$ cat src/rtl/gpu_mem_pkg.sv
// Shared constants and helpers for the gpu_mem FIFO family: output-stage
// mode encodings and level/threshold width helpers.
package gpu_mem_pkg;

  localparam int OUT_REG_COMB = 0;
  localparam int OUT_REG_REGD = 1;

  // Level counter needs one extra bit to represent a completely full queue.
  function automatic int lvl_width(input int addr_w);
    return addr_w + 1;
  endfunction

  function automatic bit thresh_in_range(input int lvl, input int lo, input int hi);
    return (lvl >= lo) && (lvl <= hi);
  endfunction

endpackage

$ cat src/rtl/gpu_mem_fifo_ram.sv
// FIFO storage: one synchronous write port, one asynchronous read port,
// contents are never reset.
module gpu_mem_fifo_ram
  import gpu_mem_pkg::*;
#(
  parameter int WIDTH  = 16,
  parameter int DEPTH  = 16,
  parameter int ADDR_W = 4
) (
  input  logic              clk,
  input  logic              we,
  input  logic [ADDR_W-1:0] waddr,
  input  logic [WIDTH-1:0]  wdata,
  input  logic [ADDR_W-1:0] raddr,
  output logic [WIDTH-1:0]  rdata
);

  logic [WIDTH-1:0] mem [DEPTH];

  always_ff @(posedge clk) begin
    if (we) mem[waddr] <= wdata;
  end

  assign rdata = mem[raddr];

endmodule

$ cat src/rtl/gpu_mem_fifo_lvl.sv
// Level-tracking FIFO with almost-full/empty thresholds, sticky error flags,
// synchronous flush and an optional registered show-ahead output stage.
module gpu_mem_fifo_lvl
  import gpu_mem_pkg::*;
#(
  parameter int WIDTH      = 16,
  parameter int DEPTH      = 16,
  parameter int ADDR_W     = 4,
  parameter int AFULL_LVL  = 12,
  parameter int AEMPTY_LVL = 2,
  parameter int OUT_REG    = 0
) (
  input  logic              clk_i,
  input  logic              rst_i,
  input  logic [WIDTH-1:0]  data_in_i,
  input  logic              push_i,
  input  logic              pop_i,
  input  logic              flush_i,
  input  logic              err_clr_i,
  output logic [WIDTH-1:0]  data_out_o,
  output logic              accept_o,
  output logic              valid_o,
  output logic [ADDR_W:0]   level_o,
  output logic              almost_full_o,
  output logic              almost_empty_o,
  output logic              overflow_o,
  output logic              underflow_o
);

  localparam int LVL_W = lvl_width(ADDR_W);
  localparam logic [LVL_W-1:0] FULL_L   = LVL_W'(DEPTH);
  localparam logic [LVL_W-1:0] AFULL_L  = LVL_W'(AFULL_LVL);
  localparam logic [LVL_W-1:0] AEMPTY_L = LVL_W'(AEMPTY_LVL);

  if (DEPTH != (1 << ADDR_W)) begin : g_bad_depth
    $error("gpu_mem_fifo_lvl: DEPTH must equal 2**ADDR_W");
  end
  if (!thresh_in_range(AFULL_LVL, 1, DEPTH)) begin : g_bad_afull
    $error("gpu_mem_fifo_lvl: AFULL_LVL out of range 1..DEPTH");
  end
  if (!thresh_in_range(AEMPTY_LVL, 0, DEPTH - 1)) begin : g_bad_aempty
    $error("gpu_mem_fifo_lvl: AEMPTY_LVL out of range 0..DEPTH-1");
  end
  if ((OUT_REG != OUT_REG_COMB) && (OUT_REG != OUT_REG_REGD)) begin : g_bad_mode
    $error("gpu_mem_fifo_lvl: OUT_REG must be 0 or 1");
  end

  logic [LVL_W-1:0]  level;
  logic [ADDR_W-1:0] wr_ptr;
  logic [ADDR_W-1:0] rd_ptr;
  logic              overflow;
  logic              underflow;
  logic [WIDTH-1:0]  ram_rdata;
  logic              accept;
  logic              valid;
  logic              push_acc;
  logic              pop_acc;
  logic              ram_rd;
  logic              ovf_set;
  logic              udf_set;

  assign accept   = (level != FULL_L);
  assign push_acc = push_i & accept & ~flush_i;
  assign pop_acc  = pop_i & valid & ~flush_i;
  assign ovf_set  = push_i & ~accept & ~flush_i;
  assign udf_set  = pop_i & ~valid & ~flush_i;

  gpu_mem_fifo_ram #(
    .WIDTH  (WIDTH),
    .DEPTH  (DEPTH),
    .ADDR_W (ADDR_W)
  ) u_ram (
    .clk   (clk_i),
    .we    (push_acc),
    .waddr (wr_ptr),
    .wdata (data_in_i),
    .raddr (rd_ptr),
    .rdata (ram_rdata)
  );

  if (OUT_REG == OUT_REG_REGD) begin : g_out_reg
    logic             oreg_valid;
    logic [WIDTH-1:0] oreg;
    logic [LVL_W-1:0] ram_level;

    // level counts the output register, so RAM occupancy is level minus it.
    assign ram_level = level - LVL_W'(oreg_valid);
    assign ram_rd    = (ram_level != '0) & (~oreg_valid | pop_acc) & ~flush_i;
    assign valid     = oreg_valid;
    assign data_out_o = oreg;

    always_ff @(posedge clk_i or posedge rst_i) begin
      if (rst_i) begin
        oreg_valid <= 1'b0;
      end else if (flush_i) begin
        oreg_valid <= 1'b0;
      end else if (ram_rd) begin
        oreg_valid <= 1'b1;
      end else if (pop_acc) begin
        oreg_valid <= 1'b0;
      end
    end

    always_ff @(posedge clk_i) begin
      if (ram_rd) oreg <= ram_rdata;
    end
  end else begin : g_out_comb
    assign ram_rd     = pop_acc;
    assign valid      = (level != '0);
    assign data_out_o = ram_rdata;
  end

  always_ff @(posedge clk_i or posedge rst_i) begin
    if (rst_i) begin
      level  <= '0;
      wr_ptr <= '0;
      rd_ptr <= '0;
    end else if (flush_i) begin
      level  <= '0;
      wr_ptr <= '0;
      rd_ptr <= '0;
    end else begin
      level  <= level + LVL_W'(push_acc) - LVL_W'(pop_acc);
      wr_ptr <= wr_ptr + ADDR_W'(push_acc);
      rd_ptr <= rd_ptr + ADDR_W'(ram_rd);
    end
  end

  // A new error in the same cycle as err_clr_i keeps the flag set.
  always_ff @(posedge clk_i or posedge rst_i) begin
    if (rst_i) begin
      overflow  <= 1'b0;
      underflow <= 1'b0;
    end else begin
      if (ovf_set)        overflow  <= 1'b1;
      else if (err_clr_i) overflow  <= 1'b0;
      if (udf_set)        underflow <= 1'b1;
      else if (err_clr_i) underflow <= 1'b0;
    end
  end

  assign accept_o       = accept;
  assign valid_o        = valid;
  assign level_o        = level;
  assign almost_full_o  = (level >= AFULL_L);
  assign almost_empty_o = (level <= AEMPTY_L);
  assign overflow_o     = overflow;
  assign underflow_o    = underflow;

endmodule

$ cat config.mk
export PLATFORM = sky130hd
export DESIGN_NAME = gpu_mem_fifo_lvl
export DESIGN_NICKNAME = d
export VERILOG_FILES = /design/src/rtl/gpu_mem_pkg.sv /design/src/rtl/gpu_mem_fifo_ram.sv /design/src/rtl/gpu_mem_fifo_lvl.sv
export SDC_FILE = /design/constraint.sdc
export NUM_CORES = 1
export LEC_CHECK = 0
export CELL_PAD_IN_SITES_DETAIL_PLACEMENT = 1
export CELL_PAD_IN_SITES_GLOBAL_PLACEMENT = 2
export CORE_MARGIN = 1
export CORE_UTILIZATION = 47
export DETAILED_ROUTE_END_ITERATION = 10
export HOLD_SLACK_MARGIN = 0.02
export PLACE_DENSITY_LB_ADDON = 0.1
export RECOVER_POWER = 50
export SLEW_MARGIN = 20
export SYNTH_ARGS = -nofsm -noshare
export SYNTH_HDL_FRONTEND = slang
export SYNTH_SLANG_ARGS = --single-unit
$ cat constraint.sdc
create_clock -name clk_i -period 3.4 [get_ports clk_i]
set_clock_uncertainty 0.05 [all_clocks]
set_input_delay 0.85 -clock clk_i [delete_from_list [all_inputs] [get_ports clk_i]]
set_output_delay 0.85 -clock clk_i [all_outputs]
set_load 0.02 [all_outputs]
### After elaboration in Yosys (flattened, before gate mapping)

Memories as Yosys holds them, arrays and structs flattened.
Index checks and enable logic that the tools add are counted.

* bitwise logic cells: 11
* equal/unequal tests: 1
* order comparisons: 2
* reductions and logical operators: 3
* multiplexer cells: 8
* $add $sub $neg: 4

Operators with widths (count)
* adder 4 x 1 -> 4 bit: 2
* bitwise AND 1 bit: 8
* two-way mux 4 bit: 2
* adder 5 x 1 -> 5 bit: 1
* greater-or-equal comparator 5 x 4 -> 1 bit, second input constant: 1
* less-or-equal comparator 5 x 2 -> 1 bit, second input constant: 1
* two-way mux 1 bit: 5
* two-way mux 5 bit: 1
* != test 5 bit, second input constant: 1
* nonzero test 5 bit: 1
* subtractor 5 x 1 -> 5 bit: 1
* nonzero test 2 bit: 2
* inverter 1 bit: 3

* memories kept: 1
* memory bits (writable): 256
* flip-flop bits (word level): 15
* bits of input ports: 22
* output and inout bits: 27
* logic and storage cells: 35

Memory list
* u_ram.mem: words 16, bits a word 16, rd ports 1, clocked after Yosys merged registers in 0, write ports 1, line gpu_mem_fifo_ram.sv:18 `logic [WIDTH-1:0] mem [DEPTH];`

### Longest topological paths before layout

Gate-level depths: netlist of run 1.

* word-level depth: 6
* mapped depth: 13
* gate-level depth less buffers: 13

### By module

From an unflattened synthesis of run 1, not the netlist that was laid out.

* cells, all modules: 498
* area total of the unflattened synthesis: 10587.7 um2

By module, submodules not included
* gpu_mem_fifo_ram: area an instance 9723.1 um2, cells an instance 416, times used 1, seq. area each 7687.4 um2
* gpu_mem_fifo_lvl: area an instance 864.6 um2, cells an instance 82, times used 1, seq. area each 375.4 um2

### Worst setup path before layout of run 1

Ideal clock, no wire load.

* path type: input to register
* from: input flush_i
* to: memory u_ram.mem[4][0], enable pin
* buffers on the path: 0
* data arrival time: 2.571 ns
* stages on the path: 4
* path slack: 0.370 ns
* setup time: 0.409 ns
* required time: 2.941 ns
* path through: nand2b_1 > a31oi_2 > nand3b_1 > nor3_1

* longest elaborated chain between the ends: 4

Ends and longest elaborated chain
* start, declared: line gpu_mem_fifo_lvl.sv:18 `input logic flush_i,`
* inverter 1 bit: line gpu_mem_fifo_lvl.sv:63 `assign push_acc = push_i & accept & ~flush_i;`
* bitwise AND 1 bit: line gpu_mem_fifo_lvl.sv:63
* two-way mux 1 bit: line gpu_mem_fifo_ram.sv:21 `if (we) mem[waddr] <= wdata;`
* two-way mux 1 bit (not written as such): line gpu_mem_fifo_ram.sv:21
* end, declared: line gpu_mem_fifo_ram.sv:18

Every way passes these cells.

### Worst setup path in the final report of run 1

* from: register rd_ptr[0]
* to: output data_out_o[11]

* longest elaborated chain between the ends: 1

Ends and longest elaborated chain
* start, declared: line gpu_mem_fifo_lvl.sv:50 `logic [ADDR_W-1:0] rd_ptr;`
* start signal, assigned: line gpu_mem_fifo_lvl.sv:125 `rd_ptr <= rd_ptr + ADDR_W'(ram_rd);`
* memory (16 x 16 bit)
* end, declared: line gpu_mem_fifo_lvl.sv:20 `output logic [WIDTH-1:0] data_out_o,`

Every way passes these cells.

==> results of run 1 <==
## repair_timing
item	CTS	global route
pin swaps	0	1
gates resized for setup	48	17
endpoints found under the setup margin	16	13
hold buffers	0	0
buffers inserted	8	0
gates cloned	1	0
## layout by cell type, fill, tap and decap left out, drive strengths merged
cell type      Yosys  routed
o21bai             2       2
clkdlybuf4s50      0      14
dlygate4sd2        0       4
and2               1       1
a21oi              2       2
clkdlybuf4s15      0       2
nand2             18      18
dfrtp             15      15
o22ai              1       1
o21a               1       1
mux4              64      64
edfxtp           256     256
nor2b              8       8
nor3b              1       1
fa                 1       1
dlygate4sd3        0      18
nor3               4       4
clkinv             0       8
nand3b             2       2
nand3              5       5
ha                14      14
clkbuf             9      46
nand2b             3       3
xor2               2       2
o32ai              1       1
nor2              23      23
buf               15      62
a31oi              1       1
bufinv             0       3
inv               13      13
a221o              1       1
a22oi             32      32
xnor2              5       5
## cell families after synthesis
family / synth area share (%)
flops: 75.92
simple gates: 2.792
mux: 13.96
compound gates: 2.922
buf+inv: 1.991
fa+ha+maj: 1.838
xor+xnor: 0.5773
## worst paths after layout
check	start	slack, ps	endpoint	depth (start not counted)
min in group asynchronous	rst_i	790	wr_ptr[1]	2
worst min register to register	overflow_o	490	overflow_o	2
worst max-delay path	rd_ptr[0]	90	data_out_o[11]	7
worst min-delay path	overflow_o	490	overflow_o	2
max in group asynchronous	rst_i	2070	rd_ptr[0]	2
worst max register to register	level_o[2]	610	level_o[4]	13
## Yosys cell counts (all sizes together) (2+ instances only)
library cell,count
a21oi,2
a22oi,32
buf,15
clkbuf,9
dfrtp,15
edfxtp,256
ha,14
inv,13
mux4,64
nand2,18
nand2b,3
nand3,5
nand3b,2
nor2,23
nor2b,8
nor3,4
o21bai,2
xnor2,5
xor2,2
## layer usage
| metal | global-route usage [%] | vias up | wire length (um) |
|---|---|---|---|
| met5 | 0 | - | 0 |
| met1 | 29.19 | 2819 | 10060 |
| li1 | - | 2291 | - |
| met2 | 36.25 | 141 | 12020 |
| met3 | 2.673 | 27 | 1258 |
| met4 | 3.741 | 0 | 259 |
## sequential cells by signal (all words and copies together), names as in the netlist
register,cells
wr_ptr,4
underflow_o,1
rd_ptr,4
overflow_o,1
level_o,5
u_ram.mem,256
## metrics by stage
step	total power [mW]	TNS [ps]	instance area, um2	std cells	hold WS (ps)
detailed placement	5.167	0	11780	854	493.9
global route	8.413	0	12760	913	546.2
floorplan	4.687	0	10620	500	502.8
finish	8.105	0	12760	913	493.9
global placement	5.145	0	11780	854	488.6
CTS	8.213	-0.4892	12800	913	502.8
## report_power, final
group / total [mW] / internal (mW) / switching [mW]
clock network: 2.97 / 1.78 / 1.19
logic: 1.35 / 0.696 / 0.656
registers: 3.79 / 3.73 / 0.0610
total: 8.11 / 6.20 / 1.90
## area by class of cell
cell class              instances  area [um2]
clock buffers                  39       763.2
clock inverters                11       125.1
fillers                      1850        9196
inverters                      13       48.80
multi-input cells             192        2434
flip-flops and latches        271        8068
well taps                     280       350.3
repair buffers                107       973.4
## worst register-to-register path, stage by stage, from the launching register on
cell and delay (ps):
dfrtp_1 410, inv_1 110, ha_1 260, nand3_1 160
nor3b_1 290, ha_1 280, inv_1 60, ha_1 150
inv_1 50, fa_1 400, o21bai_1 160, a21oi_1 100
xnor2_1 130, nor2_1 50
==> summary.md, run 1 <==
| Metric | Value |
|---|---|
| Status | finished with violations |
| Failing checks | DRC |
| Rows | 54 |
| Worst-skew pair later-pin latency | 530 ps |
| Iter 0 DRT Violations | 316 |
| # diodes | 0 |
| Power Density | 635.1 nW/um2 |
| CP cell instances | buf_4 -> buf_4 -> buf_12 -> mux4_2 -> a22oi_1 -> nand2_1 -> buf_2 |
| Pre-antenna DRT Iters | 7 |
| Crit path max-delay family | buffers and inverters |
| Crit Path Max Fanout | 9 |
| Fin util | 58.12% |
| Starting Density | 48.36% |
| Die Footprint | 23200 um2 |
| Post-synth top area cell | edfxtp_1 |
| Clock Sinks | 271 |
| Crit-path slowest cell | dfrtp_4 |
| ANT nets after route | 0 |
| Number of synthesized flops with an enable pin | 256 |
| CP endpoint kind | output pin |
| DR WL/cell | 25.84 um |
| Final Hold Vio Count | 0 |
| Slew Limit Fails | 0 |
| Vias post-DR | 5278 |
| Setup WS post-layout | 91.74 ps |
| Drt drc | 1 |
| Unrepaired setup endpoints after global routing | false |
| Type of origin of the critical path | flip-flop |
| Via/cell ratio | 5.781 |
| CTS tree | built |
| Worst slack, placed | 81.53 ps |
| Critical path class | reg2out |
| Fin crit period | 3308 ps |
| First-pass GRT wire length | 35820 um |
| Most used DFF post-synth | edfxtp_1 |
| Mapped Area | 10620 um2 |
| Relative slew slack | 60.87% |
| WP buf/inv | 4 |
| Area share of the largest cell type after synthesis | 72.38% |
| Ports | 49 |
| Slowest cell delay on critical path | 530 ps |
| DIE WIDTH | 152.3 um |
| DP HPWL | 14580 um |
| Num CTS Buffers | 28 |
| Synth Instances | 500 |
| Syn nets | 537 |
| Hold Path Class | reg2reg |
| Worst-Margin Slew | 586.3 ps |
| Flops & latches, synth | 271 |
| Worst-path clk slew | 60 ps |
| Longest Clk Path Bufs | 3 |
| Endpoints failing setup | 0 |
| CP Data Required Time | 2500 ps |
| # nets final | 650 |
| Register area share after synthesis | 75.92% |
| Layout cells sized above 1 | 30.02% |
| Final WL | 23590 um |
| Dominant cells by area after synthesis | edfxtp_1 (72%), mux4_2 (11%), dfrtp_1 (3.5%) |
| Part of the cycle the worst path needs | 97.30% |
| Routability congestion estimate | 0.7700 |
| Yosys warns | 0 |
| Top cell by count, worst path | buf_4 |
| Clock root buffer | clkbuf_16 |
| # H-tree levels | 1 |
| Total GRT Usage | 21.01% |
| Post-synth ARST share | 5.535% |
| Max cap viols | 0 |
| Core area | 21960 um2 |
| Die Height | 152.3 um |
| Grt ovf | 0 |
| Cell variety after synth | 31 |
| Mapped Avg Cell Area | 21.24 um2 |
| Data arrival, critical path | 2410 ps |
| Leak | 4.228 nW |
| Area grow syn2layout | 20.17% |
| Largest net degree at the start of global routing | 37 |
| Antenna violations before repair | 0 |
| Max VDD drop | 0.0004814 V |
| Port bufs | 48 |
| Fmax | 0.3023 GHz |
| Vias in the first global route | 5837 |
Power figures use the tool's default switching activity.
==> inputs of run 2 (changes only) <==
Settings changed: CORE_UTILIZATION 47 to 43.
Clock period 3.4 ns to 2.8 ns, I/O delays scaled along.
==> run 2 against run 1 <==
  * The flow finishes with violations (setup timing)
  * Total power is 26% higher
  * Clock-buffer cell count down 6
  * Cell area increased by 5.5%
  * Clock power grew 22%
  * Combinational power is 50% higher
  * Wire length up 11%
  * Sequential share of layout area down 3.3 points
  * Via count rose by 3.7%
  * Worst hold slack improved by 3.3 ps
  * First-iteration DRC count rose by 36%
  * Sequential power rose by 21%
  * Sequential cell count unchanged
==> summary.md, run 2 (synthesized netlist as in run 1, its figures left out) <==
| Metric | Value |
|---|---|
| Leak | 4.440 nW (was 4.228 nW) |
| Status | finished with violations (unchanged) |
| First-pass GRT wire length | 39700 um (was 35820 um) |
| Unrepaired setup endpoints after global routing | true (was false) |
| Ports | 49 (unchanged) |
| # diodes | 0 (unchanged) |
| Clock Sinks | 271 (unchanged) |
| Area grow syn2layout | 26.84% (was 20.17%) |
| DP HPWL | 15200 um (was 14580 um) |
| Part of the cycle the worst path needs | 112.3% |
| Worst path depth | 8 (was 7) |
| Worst R2R End | level_o[4] (unchanged) |
| Longest Clk Path Bufs | 3 (unchanged) |
| Clock root buffer | clkbuf_16 (unchanged) |
| Max cap viols | 0 (unchanged) |
| Grt ovf | 0 (unchanged) |
| # nets final | 679 (was 650) |
| Total GRT Usage | 21.52% (was 21.01%) |
| Worst-path clk slew | 60 ps (about the same) |
| Register with the most flip-flops | u_ram.mem (unchanged) |
| Starting Density | 43.80% (was 48.36%) |
| WP buf/inv | 5 (was 4) |
| CTS tree | built (unchanged) |
| # H-tree levels | 1 (unchanged) |
| Hold Crit Start | underflow_o (was overflow_o) |
| Clock power frac | 35.3% (was 36.6%) |
| Net Sw Power | 2.534 mW (was 1.902 mW) |
| Hold Path Class | reg2reg (unchanged) |
| Fin util | 55.55% (was 58.12%) |
| Endpoints failing setup | 16 (was 0) |
| Routability congestion estimate | 0.7329 (was 0.7700) |
| Max VDD drop | 0.0003839 V (was 0.0004814 V) |
| DIE WIDTH | 159.2 um (was 152.3 um) |
| Failing checks | setup timing (was DRC) |
| Layout cells sized above 1 | 38.25% (was 30.02%) |
| Final Hold Vio Count | 0 (unchanged) |
| Hold Path Stages | 2 (unchanged) |
| Vias post-DR | 5475 (was 5278) |
| Crit path max-delay family | buffers and inverters (unchanged) |
| Drt drc | 0 (was 1) |
| DR WL/cell | 26.58 um (was 25.84 um) |
| Power Density | 759.0 nW/um2 (was 635.1 nW/um2) |
| Vias in the first global route | 6019 (was 5837) |
| Die Footprint | 25330 um2 (was 23200 um2) |
| Switching share of power | 24.79% (was 23.46%) |
| Iter 0 DRT Violations | 429 (was 316) |
| Pre-antenna DRT Iters | 4 (was 7) |
| Worst-Margin Slew | 649.9 ps (was 586.3 ps) |
| Relative slew slack | 56.63% (was 60.87%) |
| Num CTS Buffers | 29 (was 28) |
| ANT nets after route | 0 (unchanged) |
| Antenna violations before repair | 1 (was 0) |
| Comb pwr share | 19.9% (was 16.7%) |
| Fin crit period | 3145 ps |
| Share of power burned in registers | 44.8% (was 46.7%) |
| Slowest cell delay on critical path | 510 ps (was 530 ps) |
| Max reg flops | 256 (unchanged) |
| CP cell instances | buf_12 -> buf_12 -> buf_8 -> buf_6 -> mux4_2 -> a22oi_2 -> nand2_1 -> buf_6 (was buf_4 -> buf_4 -> buf_12 -> mux4_2 -> a22oi_1 -> nand2_1 -> buf_2) |
| Largest net degree at the start of global routing | 27 (was 37) |
| Fmax | 0.3179 GHz |
| Crit-path slowest cell | dfrtp_4 (unchanged) |
| Crit Path Max Fanout | 5 (was 9) |
| Slew Limit Fails | 0 (unchanged) |
| CP endpoint kind | output pin (unchanged) |
| CP Data Required Time | 2050 ps (was 2500 ps) |
| P_int | 7.689 mW (was 6.203 mW) |
| Commonest cells after routing, fill and taps aside | edfxtp_1 (256), mux4_2 (61), buf_4 (47) (was edfxtp_1 (256), mux4_2 (57), buf_4 (48)) |
| Critical path class | reg2out (unchanged) |
| Most common cell after layout, fill and taps aside | edfxtp_1 (unchanged) |
| Final hold slack | 497.2 ps (was 493.9 ps) |
| Die Height | 159.2 um (was 152.3 um) |
| Reg2Reg Setup Slack | 20 ps (was 610 ps) |
| Data arrival, critical path | 2400 ps (was 2410 ps) |
| Type of origin of the critical path | flip-flop (unchanged) |
| Setup WS post-layout | -345.3 ps (was 91.74 ps) |
| Core area | 24250 um2 (was 21960 um2) |
| WHS Endpoint | underflow_o (was overflow_o) |
| Final WL | 26260 um (was 23590 um) |
| Rows | 57 (was 54) |
| Via/cell ratio | 5.541 (was 5.781) |
| Port bufs | 48 (unchanged) |
| Reg2Reg Depth | 13 (unchanged) |
| Worst-skew pair later-pin latency | 550 ps (was 530 ps) |
| R2R Path Start | level_o[3] (was level_o[2]) |
## run 2: layer usage
metal	global-route usage, %	part of all wire [%]	vias to the layer above
met5	0	0.042	-
met4	3.977	1.2	2
met3	2.917	5.3	25
met2	36.28	50	158
met1	30.38	43	2948
li1	-	-	2342
## run 2: power groups by stage
stage          Clock, mW  Sequential, mW  Combinational, mW
2_1_floorplan          0            4.70              0.997
3_3_place_gp           0            4.67               1.68
3_5_place_dp           0            4.67               1.72
4_1_cts             3.67            4.59               2.07
5_1_grt             3.83            4.59               2.19
6_report            3.61            4.58               2.03
## run 2: tightest hold or removal path, cell delays in order, from the launching register on
cell	delay, ps
dfrtp_1	380
inv_1	60
o32ai_1	70
## run 2: area by class of cell
| type | count | area [um2] |
|---|---|---|
| timing repair buffer | 135 | 1519 |
| fill | 2144 | 10780 |
| sequential | 271 | 8069 |
| inverter | 13 | 48.80 |
| tap | 324 | 405.4 |
| clock inverter | 20 | 143.9 |
| clock buffer | 33 | 740.7 |
| multi-input combinational | 192 | 2544 |
## run 2: how the worst max path moves through the flow
stage | from | end
floorplan | level_o[3] | level_o[4]
global placement | flush_i | level_o[4]
detailed placement | flush_i | level_o[4]
CTS | rd_ptr[0] | data_out_o[2]
global route | rd_ptr[0] | data_out_o[7]
finish | rd_ptr[0] | data_out_o[7]
## run 2: per-stage QoR
stage               setup slack (ps)  instances  total power, mW  cell area [um2]  setup TNS (ps)
finish                        -345.3        988            10.22            13470           -4645
floorplan                      15.61        500            5.693            10640               0
global route                  -423.6        988            10.61            13470           -6040
CTS                           -430.1        987            10.33            13470           -4994
global placement              -296.0        908            6.354            12120           -1688
detailed placement            -385.7        908            6.388            12120           -2898
## run 2: timing repair
item	in CTS	in global routing
setup endpoints to repair	21	17
pin swaps	23	15
buffers inserted	23	5
resized for setup	148	18
hold buffers	0	0
cloned	3	0
